**config.mk**
```make
export PLATFORM = sky130hd
export DESIGN_NAME = traffic_ctrl_nway_flat
export DESIGN_NICKNAME = d
export VERILOG_FILES = /design/src/rtl/traffic_ctrl_nway_if.sv /design/src/rtl/traffic_ctrl_nway.sv /design/src/flat_wrapper.sv
export SDC_FILE = /design/constraint.sdc
export NUM_CORES = 1
export LEC_CHECK = 0
export ABC_AREA = 1
export BUFFER_PORTS_ARGS = -buffer_cell sky130_fd_sc_hd__buf_2
export CORE_AREA = 2 2 57 59
export CTS_CLUSTER_DIAMETER = 60
export DETAILED_ROUTE_END_ITERATION = 7
export DIE_AREA = 0 0 59 61
export GPL_ROUTABILITY_DRIVEN = 0
export GPL_TIMING_DRIVEN = 1
export PLACE_DENSITY = 0.61
export SYNTH_ARGS = -nofsm -noshare
export SYNTH_HDL_FRONTEND = slang
export SYNTH_SLANG_ARGS = --single-unit
```
**constraint.sdc**
```tcl
create_clock -name clk -period 4.4 [get_ports clk]
set_clock_uncertainty 0.2 [all_clocks]
set_input_delay 0.44 -clock clk [delete_from_list [all_inputs] [get_ports clk]]
set_output_delay 0.44 -clock clk [all_outputs]
set_load 0.05 [all_outputs]
```
**src/rtl/traffic_ctrl_nway_if.sv**
```systemverilog
// Light-controller bundle: car requests in, per-approach one-hot lights and status out.
// The controller side uses 'master'; the board/sensor side uses 'slave'.
interface traffic_ctrl_nway_if #(
    parameter int N_WAY = 4
);
    localparam int AW = ($clog2(N_WAY) < 1) ? 1 : $clog2(N_WAY);

    logic [N_WAY-1:0]   car;
    logic [3*N_WAY-1:0] light;
    logic [AW-1:0]      active;
    logic [1:0]         phase;

    modport master (input car, output light, output active, output phase);
    modport slave  (output car, input light, input active, input phase);
endinterface

```
**src/rtl/traffic_ctrl_nway.sv**
```systemverilog
// N-approach traffic light: min/max green, yellow, optional all-red, round-robin handover.
// Outputs are registered (one edge from decision); car is a level request, never stalled.
module traffic_ctrl_nway #(
    parameter int N_WAY      = 4,
    parameter int MIN_GREEN  = 2,
    parameter int YELLOW_CYC = 1,
    parameter int ALLRED_CYC = 1,
    parameter int MAX_GREEN  = 6,
    parameter int CNT_W      = 4
) (
    input  logic                 clk,
    input  logic                 rst,
    traffic_ctrl_nway_if.master  lights
);
    localparam int AW = ($clog2(N_WAY) < 1) ? 1 : $clog2(N_WAY);

    localparam logic [1:0] PH_GREEN  = 2'd0;
    localparam logic [1:0] PH_YELLOW = 2'd1;
    localparam logic [1:0] PH_ALLRED = 2'd2;

    localparam logic [CNT_W:0] MIN_G = (CNT_W+1)'(MIN_GREEN);
    localparam logic [CNT_W:0] MAX_G = (CNT_W+1)'(MAX_GREEN);
    localparam logic [CNT_W:0] YEL_C = (CNT_W+1)'(YELLOW_CYC);
    localparam logic [CNT_W:0] AR_C  = (CNT_W+1)'(ALLRED_CYC);

    localparam logic [3*N_WAY-1:0] LIGHT_RST = {{(N_WAY-1){3'b100}}, 3'b001};

    logic [1:0]         phaseQ, phaseD;
    logic [AW-1:0]      activeQ, activeD;
    logic [AW-1:0]      nextIdxQ, nextIdxD;
    logic [AW-1:0]      searchIdx;
    logic [CNT_W-1:0]   timerQ, timerD;
    logic [CNT_W:0]     tPlus1;
    logic [N_WAY-1:0]   activeMask;
    logic               otherReq, activeReq, leaveGreen;
    logic [3*N_WAY-1:0] lightQ, lightD;
    logic [AW:0]        candIdx;

    assign activeMask = {{(N_WAY-1){1'b0}}, 1'b1} << activeQ;
    assign otherReq   = |(lights.car & ~activeMask);
    assign activeReq  = |(lights.car & activeMask);
    assign tPlus1     = {1'b0, timerQ} + 1'b1;

    assign leaveGreen = (tPlus1 >= MIN_G) && otherReq &&
                        (!activeReq || ((MAX_GREEN != 0) && (tPlus1 >= MAX_G)));

    // Descending scan so the nearest requester after the active one wins.
    always_comb begin
        searchIdx = '0;
        candIdx   = '0;
        for (int k = N_WAY-1; k >= 1; k--) begin
            candIdx = {1'b0, activeQ} + (AW+1)'(k);
            if (candIdx >= (AW+1)'(N_WAY))
                candIdx = candIdx - (AW+1)'(N_WAY);
            if (lights.car[candIdx[AW-1:0]])
                searchIdx = candIdx[AW-1:0];
        end
    end

    always_comb begin
        phaseD   = phaseQ;
        activeD  = activeQ;
        nextIdxD = nextIdxQ;
        case (phaseQ)
            PH_GREEN: begin
                if (leaveGreen) begin
                    phaseD   = PH_YELLOW;
                    nextIdxD = searchIdx;
                end
            end
            PH_YELLOW: begin
                if (tPlus1 >= YEL_C) begin
                    if (ALLRED_CYC == 0) begin
                        phaseD  = PH_GREEN;
                        activeD = nextIdxQ;
                    end else begin
                        phaseD  = PH_ALLRED;
                    end
                end
            end
            PH_ALLRED: begin
                if (tPlus1 >= AR_C) begin
                    phaseD  = PH_GREEN;
                    activeD = nextIdxQ;
                end
            end
            default: begin
                phaseD = PH_GREEN;
            end
        endcase
    end

    // Every phase entry changes the phase code, so a change marks a new phase.
    always_comb begin
        timerD = timerQ;
        if (phaseD != phaseQ)
            timerD = '0;
        else if (timerQ != {CNT_W{1'b1}})
            timerD = timerQ + 1'b1;
    end

    always_comb begin
        lightD = '0;
        for (int i = 0; i < N_WAY; i++) begin
            lightD[3*i +: 3] = 3'b100;
            if (AW'(i) == activeD) begin
                if (phaseD == PH_GREEN)
                    lightD[3*i +: 3] = 3'b001;
                else if (phaseD == PH_YELLOW)
                    lightD[3*i +: 3] = 3'b010;
            end
        end
    end

    always_ff @(posedge clk or posedge rst) begin
        if (rst) begin
            phaseQ   <= PH_GREEN;
            activeQ  <= '0;
            nextIdxQ <= '0;
            timerQ   <= '0;
            lightQ   <= LIGHT_RST;
        end else begin
            phaseQ   <= phaseD;
            activeQ  <= activeD;
            nextIdxQ <= nextIdxD;
            timerQ   <= timerD;
            lightQ   <= lightD;
        end
    end

    assign lights.light  = lightQ;
    assign lights.active = activeQ;
    assign lights.phase  = phaseQ;
endmodule

```
**src/flat_wrapper.sv**
```systemverilog
// flat-port wrapper written by rule: the top's interface ports become plain ports
module traffic_ctrl_nway_flat 
#(
    parameter int N_WAY      = 4,
    parameter int MIN_GREEN  = 2,
    parameter int YELLOW_CYC = 1,
    parameter int ALLRED_CYC = 1,
    parameter int MAX_GREEN  = 6,
    parameter int CNT_W      = 4
)
  (clk, rst, lights_car, lights_light, lights_active, lights_phase);
  traffic_ctrl_nway_if #(.N_WAY(N_WAY)) lights_i ();
  input  logic clk;
  input  logic rst;
  input wire logic [$bits(lights_i.car)-1:0] lights_car;
  output wire logic [$bits(lights_i.light)-1:0] lights_light;
  output wire logic [$bits(lights_i.active)-1:0] lights_active;
  output wire logic [$bits(lights_i.phase)-1:0] lights_phase;
  assign lights_i.car = lights_car;
  assign lights_light = lights_i.light;
  assign lights_active = lights_i.active;
  assign lights_phase = lights_i.phase;
  traffic_ctrl_nway #(.N_WAY(N_WAY), .MIN_GREEN(MIN_GREEN), .YELLOW_CYC(YELLOW_CYC), .ALLRED_CYC(ALLRED_CYC), .MAX_GREEN(MAX_GREEN), .CNT_W(CNT_W)) u_core (.clk(clk), .rst(rst), .lights(lights_i));
endmodule
```
Yosys cells after proc, flatten, opt, wreduce, memory -nomap -nowiden
Cells that the tools add are included.
{ "totals": {"reg_bits": 22, "out_inout_bits": 16, "elab_cells": 71} }
{ "classes": {"add_sub_neg": 8, "n_lt_le_gt_ge": 9, "n_eq_ne": 8, "n_shift": 1, "n_mux": 26, "bitwise": 3, "reduce_logical": 11} }
{ "ops": {"columns": ["op", "count"], "rows": [
  ["2-bit two-way mux", 11],
  ["3-bit two-way mux", 6],
  ["3-bit >= comparator (second input constant)", 3],
  ["2-bit by 3-bit < comparator with 1-bit output (second input constant)", 3],
  ["4-bit AND", 2],
  ["4-bit two-way mux", 2],
  ["4-bit OR reduction", 2],
  ["2-bit by 2-bit adder with 3-bit output (second input constant)", 2],
  ["1-bit binary-select mux with 2-bit select", 3],
  ["2-bit logical NOT", 3],
  ["2-bit one-hot mux with 3 select lines", 1],
  ["2-bit by 1-bit subtractor with 2-bit output (second input constant)", 3],
  ["4-bit by 1-bit adder with 5-bit output (second input constant)", 1],
  ["5-bit by 1-bit >= comparator with 1-bit output (second input constant)", 1],
  ["5-bit by 2-bit >= comparator with 1-bit output (second input constant)", 1],
  ["5-bit by 3-bit >= comparator with 1-bit output (second input constant)", 1],
  ["4-bit by 1-bit adder with 4-bit output (second input constant)", 1],
  ["2-bit by 1-bit equality test with 1-bit output (second input constant)", 2],
  ["2-bit equality test (first input constant)", 2],
  ["4-bit inequality test (second input constant)", 1],
  ["4-bit inverter", 1],
  ["1-bit by 2-bit left shift with 4-bit output (first input constant)", 1],
  ["2-bit by 1-bit adder with 3-bit output (second input constant)", 1],
  ["1-bit two-way mux", 3],
  ["other kinds (8)", 9]
]} }

Logic depth before layout (Yosys ltp)
Gate-level depths: netlist of run 1.
{ "logic_depth": {"depth_word": 12, "ltp_mapped": 13, "mapped_depth_nobuf": 13} }

Least setup slack after synthesis of run 1
Ideal clock, no wire load.
{ "synth_path": {"path_kind": "register -> register", "start": "register u_core.activeQ[0] (netlist: u_core.lights.active[0])", "end": "register u_core.lightQ[10] (netlist: u_core.lights.light[10])", "arrival_time_ns": 1.902, "required_time_ns": 4.129, "slack_ns": 2.227, "path_stages_with_launch": 11, "path_buffers": 1, "period_less_slack_ns": 2.173, "cell_sequence": "dfrtp_1 buf_2 inv_1 ha_1 o22ai_1 nor2_1 nor2_2 nand3_2 nand2_2 inv_2 nor2_1"} }
{ "synth_via": {"elab_chain_len": 12, "word_cells_on_any_way": 20, "classes_between": "2 x eq/ne; 1 x shift; 7 x mux; 3 x bitwise; 7 x reduce/logical"} }
{ "synth_rtl": {"columns": ["item", "line", "rtl"], "rows": [
  ["start, declared", "traffic_ctrl_nway.sv:29", "logic [AW-1:0] activeQ, activeD;"],
  ["start signal, assigned", "traffic_ctrl_nway.sv:124", "activeQ <= activeD;"],
  ["1-bit by 2-bit left shift with 4-bit output *", "traffic_ctrl_nway.sv:39", "assign activeMask = {{(N_WAY-1){1'b0}}, 1'b1} << activeQ;"],
  ["4-bit AND / 4-bit inverter (equally long branches)", "traffic_ctrl_nway.sv:41, traffic_ctrl_nway.sv:40", null],
  ["4-bit OR reduction / 4-bit AND (equally long branches)", "traffic_ctrl_nway.sv:41, traffic_ctrl_nway.sv:40", null],
  ["1-bit logical NOT / 4-bit OR reduction (equally long branches)", "traffic_ctrl_nway.sv:45, traffic_ctrl_nway.sv:40", null],
  ["1-bit logical OR / 1-bit logical AND (equally long branches)", "traffic_ctrl_nway.sv:45, traffic_ctrl_nway.sv:44", null],
  ["1-bit logical AND *", "traffic_ctrl_nway.sv:44", "assign leaveGreen = (tPlus1 >= MIN_G) && otherReq &&"],
  ["2-bit two-way mux *", "traffic_ctrl_nway.sv:66", "if (leaveGreen) begin"],
  ["2-bit one-hot mux with 3 select lines *", "traffic_ctrl_nway.sv:64", "case (phaseQ)"],
  ["net u_core.phaseD[0]", "traffic_ctrl_nway.sv:28", "logic [1:0] phaseQ, phaseD;"],
  ["2-bit by 1-bit equality test with 1-bit output", "traffic_ctrl_nway.sv:109", "else if (phaseD == PH_YELLOW)"],
  ["3-bit two-way mux", "traffic_ctrl_nway.sv:109", null],
  ["3-bit two-way mux *", "traffic_ctrl_nway.sv:107", "if (phaseD == PH_GREEN)"],
  ["3-bit two-way mux *", "traffic_ctrl_nway.sv:106", "if (AW'(i) == activeD) begin"],
  ["net u_core.lightD[10]", "traffic_ctrl_nway.sv:36", "logic [3*N_WAY-1:0] lightQ, lightD;"],
  ["end signal, assigned", "traffic_ctrl_nway.sv:127", "lightQ <= lightD;"],
  ["end, declared", "traffic_ctrl_nway.sv:36", null]
]} }
The timed path passes the listed nets; every way through them passes the cells marked *.
A chain may end at the register's enable or synchronous reset.

Final worst setup path of run 1
Same ends and word-level chain as after synthesis.

==> results of run 1 <==
==> routing by layer <==
layer,vias up,routed length [um],track usage [%]
met5,-,0,0
met4,0,10,2.92
met3,2,107,4.05
met2,25,1170,26.7
met1,493,1150,19.9
li1,540,-,-
==> state kept, by name (all words and copies together), names as in the netlist <==
name / cells
u_core.lights.light: 12
u_core.timerQ: 4
u_core.lights.active: 2
u_core.lights.phase: 2
u_core.nextIdxQ: 2
==> where the power goes <==
part           switching [W]  total (W)  internal [W]
logic               0.000526   0.000744      0.000218
registers          0.0000578   0.000339      0.000281
clock network      0.0000584   0.000151     0.0000921
==> stage by stage <==
| stage | setup slack [ns] | cells | area [um^2] |
|---|---|---|---|
| after floorplan | 2.23 | 157 | 1270 |
| final | 2.27 | 214 | 1470 |
| after detailed placement | 2.26 | 210 | 1420 |
| after CTS | 2.24 | 214 | 1470 |
| after global routing | 2.02 | 214 | 1470 |
| after global placement | 2.31 | 210 | 1420 |
==> kinds of logic after synthesis <==
kind of cell	Yosys count	share of synthesized area, %
XOR/XNOR	1	0.687
flip-flops	22	43.6
buffers and inverters	25	7.65
AND/OR/NAND/NOR	86	34.0
AO/OA/AOI/OAI	16	7.26
adder cells (fa/ha/maj)	7	6.87
==> area by class of cell <==
cell class / instances / share of cell area [%]
flip-flops and latches: 22 / 37.8
inverters: 24 / 6.30
well taps: 33 / 2.81
clock buffers: 3 / 1.53
repair buffers: 21 / 7.16
clock inverters: 1 / 2.04
multi-input cells: 110 / 42.3
==> worst max path at each step <==
stage | end | start | cells past startpoint
after floorplan | u_core.lights.light[10] | u_core.lights.active[0] | 10
after global placement | u_core.lights.light[4] | u_core.lights.active[0] | 9
after detailed placement | u_core.lights.light[10] | u_core.lights.active[0] | 9
after CTS | u_core.lights.light[10] | u_core.lights.active[0] | 9
after global routing | u_core.lights.light[10] | u_core.lights.active[0] | 9
final | u_core.lights.light[10] | u_core.lights.active[0] | 9
==> placed cells by master (no fill, tap or decap), drive strengths merged <==
master  count
nand2      52
nand3b      1
dfrtp      18
buf        21
o21ai       7
o211ai      2
a21boi      2
inv        24
dfstp       4
nand3      15
bufinv      1
nand4       2
a21oi       3
ha          7
xor2        1
o22ai       2
nor2       16
clkbuf      3
==> flow_summary.ini, run 1 <==
[finish]
multi_input_area_um2 = 622
drive_gt1_share_pct = 28.2
final-seq-area_um2 = 556
fill_cells = 294
post-route-util_pct = 49.7
antennaDiodeCount = 0
syn_to_final_growth_pct = 15.2
layout.nets = 195

[sta]
finalSetupViolCount = 0
clock.fmax_mhz = 470
worst_pin_slew_ns = 0.781
min_period_ns = 2.13
rsz0062_at_grt = no
finalHoldViolCount = 0
slew_headroom_pct = 47.9
finalHoldWorstSlack_ns = 0.0504
slew_violations = 0
tns_ns = 0
period_share_pct = 48.3

[die]
die_h_um = 61
fp.coreArea_um2 = 2950
die_x_um = 59
initial_core_util_pct = 43.2
num_io_pins = 22
std_cell_rows = 20
die_area_um2 = 3600

[worst_setup_path]
worst_r2r_path_depth = 9
cp_max_fo = 15
worstPathArrival_ns = 2.17
crit_chain = inv_1, ha_1, o22ai_1, nor2_1, nor2_2, nand3_2, nand2_2, inv_2, nor2_1
start_kind = flop
path_buf_inv = 2
rrSetupSlack_ns = 2.27
cp_slowest_cell = dfrtp_1
max_stage_delay_ns = 0.63
rr_endpoint = u_core.lights.light[10]
cpLargestDelayFamily = flip-flops
cp.required_ns = 4.44
r2r_start = u_core.lights.active[0]
cpMostUsedCell = nor2_1
critical_path_class = reg2reg
end_kind = flop

[detailed_routing]
post_drt_wl_per_cell_um = 11.4
drt_iter0_drc = 41
wl_um = 2430
dr.pass1.iters = 5
vias_per_cell = 4.95
ant_nets = 0
dr_total_vias = 1060
drc = 0

[logic_synthesis]
ys_warn_count = 0
yosysSeqAreaShare_pct = 43.6
yosys_most_used_dff = dfrtp_1
ys_ff_latch = 22
synth-edff-count = 0
synth_top_area_cell = dfrtp_1
syn_nets = 170
yosysMostFrequentCell = nand2_1
yosys-top-cells-count = nand2_1 (38), inv_1 (20), dfrtp_1 (18)
synth_top_area_share_pct = 35.3
synthCells = 157
async_reset_ff_share_pct = 100
avgSynthCellArea_um2 = 8.12
ys_types = 25
syn-cell-area_um2 = 1270
synth_area_leaders = dfrtp_1 (35%), nand2_1 (11%), dfstp_2 (8.2%)

[clocking]
cts_buffer_depth = 2
cts_tree = done
clk_latency_ns = 0.31
cts.root.buffer_cell = clkbuf_4
cts_buffers = 3
clock-sinks = 22
clk_pin_slew_worst_paths_ns = 0.13
cts-resized-gates = 0
cts_setup_buffers = 0
h-tree-depth = 1
ctsHoldBuffers = 0

[pwr]
irDropWorstVdd_uv = 377
p_leak_nw = 0.794
powerDensity_nw_per_um2 = 839
total_power_w = 0.00123

[global_route]
antenna_found_initial = 0
grt_pass1_vias = 998
grt_overflow = 0
grt_pass1_wl_um = 4270
grt.total_usage_pct = 15.5
grt_max_degree = 23

[placed_design]
dp.final_hpwl_um = 1960
io_buffers = 21

[hold_path]
hp-class = in2async

[status]
status = finished, final reports clean

[job]
max-cap-violations = 0
Note: power is estimated with default switching activity, not from simulation.
==> inputs of run 2 (changes only) <==
clock period = 2 ns   (was 4.4 ns; I/O delays follow)
==> run 2 against run 1 <==
Against the previous run: design area is 7.6% higher; via count is 5.1% higher; sequential power rose by 110%; sequential share of layout area fell by 2.5 points; maximum frequency grew 12%; clock power up 60%; critical endpoint is now u_core.lights.light[6].
==> flow_summary.ini, run 2 (synthesis gave the netlist of run 1 again) <==
[die]
die_h_um = 61
initial_core_util_pct = 43.2
fp.coreArea_um2 = 2950
std_cell_rows = 20
die_x_um = 59
die_area_um2 = 3600
num_io_pins = 22

[finish]
final_common_cell = nand2_1
final_cell_mix = nand2_1 (33), buf_2 (21), inv_1 (18)
antennaDiodeCount = 0
syn_to_final_growth_pct = 23.9
layout.nets = 206
drive_gt1_share_pct = 39.6
postLayoutCellArea_um2 = 1580
largest_reg_flops = 12

[global_route]
antenna_found_initial = 0
grt_util_met3_pct = 4.05
grt_pass1_vias = 1029
grt_pass1_wl_um = 4330
grt_max_degree = 15
top_usage_layer = met2
grt.total_usage_pct = 15.9
grt_overflow = 0
met1_usage_pct = 19.9
met2_usage_pct = 26.8

[detailed_routing]
dr_total_vias = 1114
wl_um = 2710
drt_iter0_drc = 40
ant_nets = 0
vias_per_cell = 4.95
dr.pass1.iters = 4
drc = 0
post_drt_wl_per_cell_um = 12.0

[job]
max-cap-violations = 0

[sta]
clock.fmax_mhz = 526
tns_ns = 0
fin_ws_ns = 0.0995
rsz0062_at_grt = no
finalSetupViolCount = 0
period_share_pct = 95.0
finalHoldViolCount = 0
worst_pin_slew_ns = 0.502
slew_violations = 0
min_period_ns = 1.90
slew_headroom_pct = 66.5

[placed_design]
dpl_cell_area_um2 = 1450
io_buffers = 21
place_ws_ns = 0.0310
dp.final_hpwl_um = 2100

[worst_setup_path]
start_kind = flop
cp_slowest_cell = dfrtp_1
cp.required_ns = 2.04
cp_max_fo = 7
path_buf_inv = 1
crit_chain = ha_2, inv_2, nand2_2, nand2_2, nand2_2, nor2_4, nand2_4, nand2_4, nand2_1, nand2_2, nand2_2, nor2_1
end_kind = flop
cpMostUsedCell = nand2_2
critical_path_class = reg2reg
cpLargestDelayFamily = simple AND/OR/NAND/NOR gates
worstPathArrival_ns = 1.94
max_stage_delay_ns = 0.44

[clocking]
cts_buffer_depth = 2
cts_buffers = 3
cts_tree = done
cts.root.buffer_cell = clkbuf_4
clock-sinks = 22
clk_pin_slew_worst_paths_ns = 0.12
clk_latency_ns = 0.30
h-tree-depth = 1

[pwr]
powerDensity_nw_per_um2 = 1800
total_power_w = 0.00285
irDropWorstVdd_uv = 931
p_leak_nw = 0.839

[hold_path]
hp-class = in2reg

[status]
status = finished, final reports clean
==> run 2: changes by cell type in the layout (fill, tap and decap cells not counted), sizes merged <==
cell	change
dlygate4sd3	+1
bufinv	-1
clkbuf	+1
buf	+10
==> run 2: path summary, 6_finish.rpt <==
kind	start	end	slack, ns	cells past startpoint
worst max-delay path	u_core.timerQ[0]	u_core.lights.light[6]	0.1	12
worst min-delay path	lights_car[0]	u_core.nextIdxQ[1]	0.20	6
worst max register to register	u_core.timerQ[0]	u_core.lights.light[6]	0.1	12
worst min register to register	u_core.nextIdxQ[0]	u_core.nextIdxQ[0]	0.35	2
max in group asynchronous	rst	u_core.timerQ[3]	0.87	4
min in group asynchronous	rst	u_core.lights.light[4]	0.25	3
==> run 2: area by class of cell <==
type / count / area, um^2
well taps: 33 / 41.3
repair buffers: 32 / 190
flip-flops and latches: 22 / 558
clock buffers: 4 / 36.3
multi-input cells: 110 / 662
fillers: 291 / 1370
inverters: 24 / 92.6
==> run 2: tightest hold or removal path, stage by stage <==
cell and delay [ns]:
buf_2 0.11, nand2_1 0.05, o21ai_0 0.10, nand2_1 0.08, nand2_1 0.06, o21ai_0 0.06
==> run 2: what timing repair did <==
| item | CTS | global route |
|---|---|---|
| setup endpoints to repair | 1 | 11 |
| setup buffers | 2 | 4 |
| hold endpoints to repair | 8 | 0 |
| pin swaps | 0 | 9 |
| hold buffers | 1 | 0 |
| gates resized for setup | 0 | 13 |
==> run 2: routing by layer <==
layer	vias to the layer above	part of all wire, %
li1	565	-
met1	526	45
met5	-	0
met3	6	3.0
met4	0	1.6
met2	17	50
==> run 2: power breakdown <==
| group | switching, W | total (W) | internal [W] |
|---|---|---|---|
| clock network | 0.000130 | 0.000241 | 0.000111 |
| registers | 0.000102 | 0.000724 | 0.000622 |
| logic | 0.00129 | 0.00188 | 0.000594 |
==> run 2: metrics by stage <==
stage	utilization, %	hold slack (ns)	std cells
after CTS	51.1	0.220	221
after detailed placement	49.1	0.0561	214
after global routing	53.5	0.236	225
final	53.5	0.201	225
after floorplan	-	-0.0139	157
after global placement	49.1	0.0294	214
==> inputs of run 3 (changes only) <==
ABC_AREA = not set   (was 1)
REMOVE_ABC_BUFFERS = 1   (was not set)
==> run 3 against run 2 <==
Against the previous run: the flow now finishes with violations (negative setup slack); maximum frequency shrank 8.0%; first-iteration DRC count decreased by 20%; highest routed layer unchanged; setup slack lost 0.16 ns; total power rose by 38%; design area rose by 31%; synthesized cell count is 20% lower; utilization is 17 points higher; count of clock-buffer cells in the layout shrank 1; cell count shrank 1.8%; worst hold slack improved by 0.031 ns; synthesized area increased by 1.4%; sequential share of layout area shrank 8.4 points.
==> flow_summary.ini, run 3 <==
[clocking]
h-tree-depth = 1
clk_pin_slew_worst_paths_ns = 0.14
cts.root.buffer_cell = clkbuf_4
cts_buffer_depth = 2
clk_latency_ns = 0.32
cts_buffers = 3
clock-sinks = 22
cts_tree = done

[pwr]
seqPwrFrac_pct = 20.1
netSwitchingPower_w = 0.00176
p_leak_nw = 0.939
p_comb_share_pct = 70.9
total_power_w = 0.00392
irDropWorstVdd_uv = 1050
powerDensity_nw_per_um2 = 1890
power_frac_clock_pct = 9.0
internal_power_w = 0.00216
switching_share_pct = 45.0

[logic_synthesis]
synth_top_area_cell = dfrtp_1
syn-cell-area_um2 = 1290
synth-edff-count = 0
synth_area_leaders = dfrtp_1 (35%), dfstp_2 (8.1%), mux2i_1 (7.0%)
ys_types = 35
async_reset_ff_share_pct = 100
ys_ff_latch = 22
yosys-top-cells-count = nor2_1 (21), dfrtp_1 (18), mux2i_1 (9)
synth_top_area_share_pct = 34.8
ys_warn_count = 0
yosysMostFrequentCell = nor2_1
yosys_most_used_dff = dfrtp_1
synthCells = 126
yosysSeqAreaShare_pct = 43.0
avgSynthCellArea_um2 = 10.3

[die]
num_io_pins = 22
fp.coreArea_um2 = 2950
die_area_um2 = 3600
std_cell_rows = 20
die_h_um = 61
die_x_um = 59
initial_core_util_pct = 43.8

[detailed_routing]
drt_iter0_drc = 32
wl_um = 3350
dr.pass1.iters = 4
ant_nets = 0
drc = 0
vias_per_cell = 5.10
dr_total_vias = 1127
post_drt_wl_per_cell_um = 15.1

[placed_design]
dp.final_hpwl_um = 2160
place_ws_ns = -0.270
io_buffers = 21
dpl_cell_area_um2 = 1580

[finish]
final_cell_mix = buf_4 (30), buf_2 (21), nor2_1 (18)
layout.nets = 202
drive_gt1_share_pct = 62.8
antennaDiodeCount = 0
largest_reg_flops = 12
syn_to_final_growth_pct = 60.7
postLayoutCellArea_um2 = 2080
final_common_cell = buf_4

[worst_setup_path]
cp_slowest_cell = dfrtp_2
rr_endpoint = u_core.lights.light[11]
max_stage_delay_ns = 0.47
crit_chain = buf_6, buf_6, and2_4, o21ai_4, a31oi_4, buf_12, mux2_4, nand2b_4
cpMostUsedCell = buf_6
crit_start = u_core.timerQ[0]
cpLargestDelayFamily = flip-flops
start_kind = flop
end_kind = flop
cp_max_fo = 5
path_buf_inv = 3
critical_path_class = reg2reg
worstPathArrival_ns = 2.12
worst_r2r_path_depth = 8
rrSetupSlack_ns = -0.06
path_depth = 8
critPathCapture = u_core.lights.light[11]
r2r_start = u_core.timerQ[0]
cp.required_ns = 2.06

[sta]
finalHoldWorstSlack_ns = 0.232
slew_headroom_pct = 76.5
period_share_pct = 103
worst_pin_slew_ns = 0.353
finalSetupViolCount = 10
rsz0062_at_grt = yes
slew_violations = 0
clock.fmax_mhz = 484
min_period_ns = 2.06
tns_ns = -0.254
finalHoldViolCount = 0
fin_ws_ns = -0.0647

[hold_path]
hp-class = in2async

[global_route]
grt.total_usage_pct = 19.0
grt_pass1_vias = 1158
grt_max_degree = 23
grt_pass1_wl_um = 5040
antenna_found_initial = 0
grt_overflow = 0

[job]
max-cap-violations = 0

[status]
violations = negative setup slack
status = finished, violations left
[run 3: cell types whose count changed after synthesis, moves of 3 or more]
| cell | change |
|---|---|
| nor2b_1 | +5 |
| nand3_1 | -10 |
| mux2_2 | +3 |
| mux2i_1 | +9 |
| nand2_1 | -33 |
| inv_1 | -12 |
| nand2_2 | -9 |
| inv_2 | -3 |
| nor2_1 | +7 |
| nand2_4 | -4 |
| nand2b_1 | +7 |
[run 3: worst min-delay path by stage]
stage | end | slack, ns
2_1_floorplan | u_core.lights.active[0] | -0.01
3_3_place_gp | u_core.lights.phase[1] | 0.04
3_5_place_dp | u_core.timerQ[2] | 0.05
4_1_cts | u_core.timerQ[3] | 0.24
5_1_grt | u_core.lights.phase[0] | 0.25
6_report | u_core.timerQ[3] | 0.23
[run 3: kinds of logic (layout without fill, tap and decap cells)]
logic type / count (synthesis) / in the layout / synth area share, %
buf+inv: 10 / 72 / 2.90
mux: 14 / 14 / 11.9
compound gates: 25 / 25 / 16.6
simple gates: 46 / 46 / 17.5
xor+xnor: 2 / 2 / 1.36
fa+ha+maj: 7 / 7 / 6.78
flops: 22 / 22 / 43.0
[run 3: tightest hold or removal path, cell delays in order]
cell	delay, ns
dlygate4sd3_1	0.53
buf_2	0.12
inv_1	0.04
buf_4	0.28
[run 3: per-layer routing]
layer / global-route usage, % / vias up / share of wire [%]
met1: 23.1 / 545 / 44
met5: 0 / - / 0
met3: 1.92 / 4 / 1.7
met2: 34.3 / 14 / 53
met4: 7.79 / 0 / 1.1
li1: - / 564 / -
[run 3: area by class of cell]
class / count / area [um^2]
inverter: 8 / 30.0
tap: 33 / 41.3
multi-input combinational: 94 / 956
clock buffer: 3 / 22.5
sequential: 22 / 558
clock inverter: 1 / 30.0
fill: 239 / 876
timing repair buffer: 60 / 439
[run 3: what timing repair did]
action | 4_1_cts | 5_1_grt
hold buffers | 1 | 0
endpoints found under the setup margin | 22 | 22
resized for setup | 24 | 40
setup buffers | 14 | 7
hold endpoints to repair | 22 | 0
pin swaps | 12 | 9
[run 3: power groups by stage]
stage | clock network [W] | registers (W) | logic, W
after floorplan | 0 | 0.00115 | 0.000947
after global placement | 0 | 0.000761 | 0.00189
after detailed placement | 0 | 0.000765 | 0.00193
after CTS | 0.000359 | 0.000765 | 0.00230
after global routing | 0.000371 | 0.000813 | 0.00298
final | 0.000352 | 0.000789 | 0.00278
[run 3: metrics by stage]
stage          cells  util (%)
6_report         221      70.3
3_5_place_dp     198      53.6
3_3_place_gp     198      53.6
5_1_grt          221      70.3
2_1_floorplan    124         -
4_1_cts          215      62.7
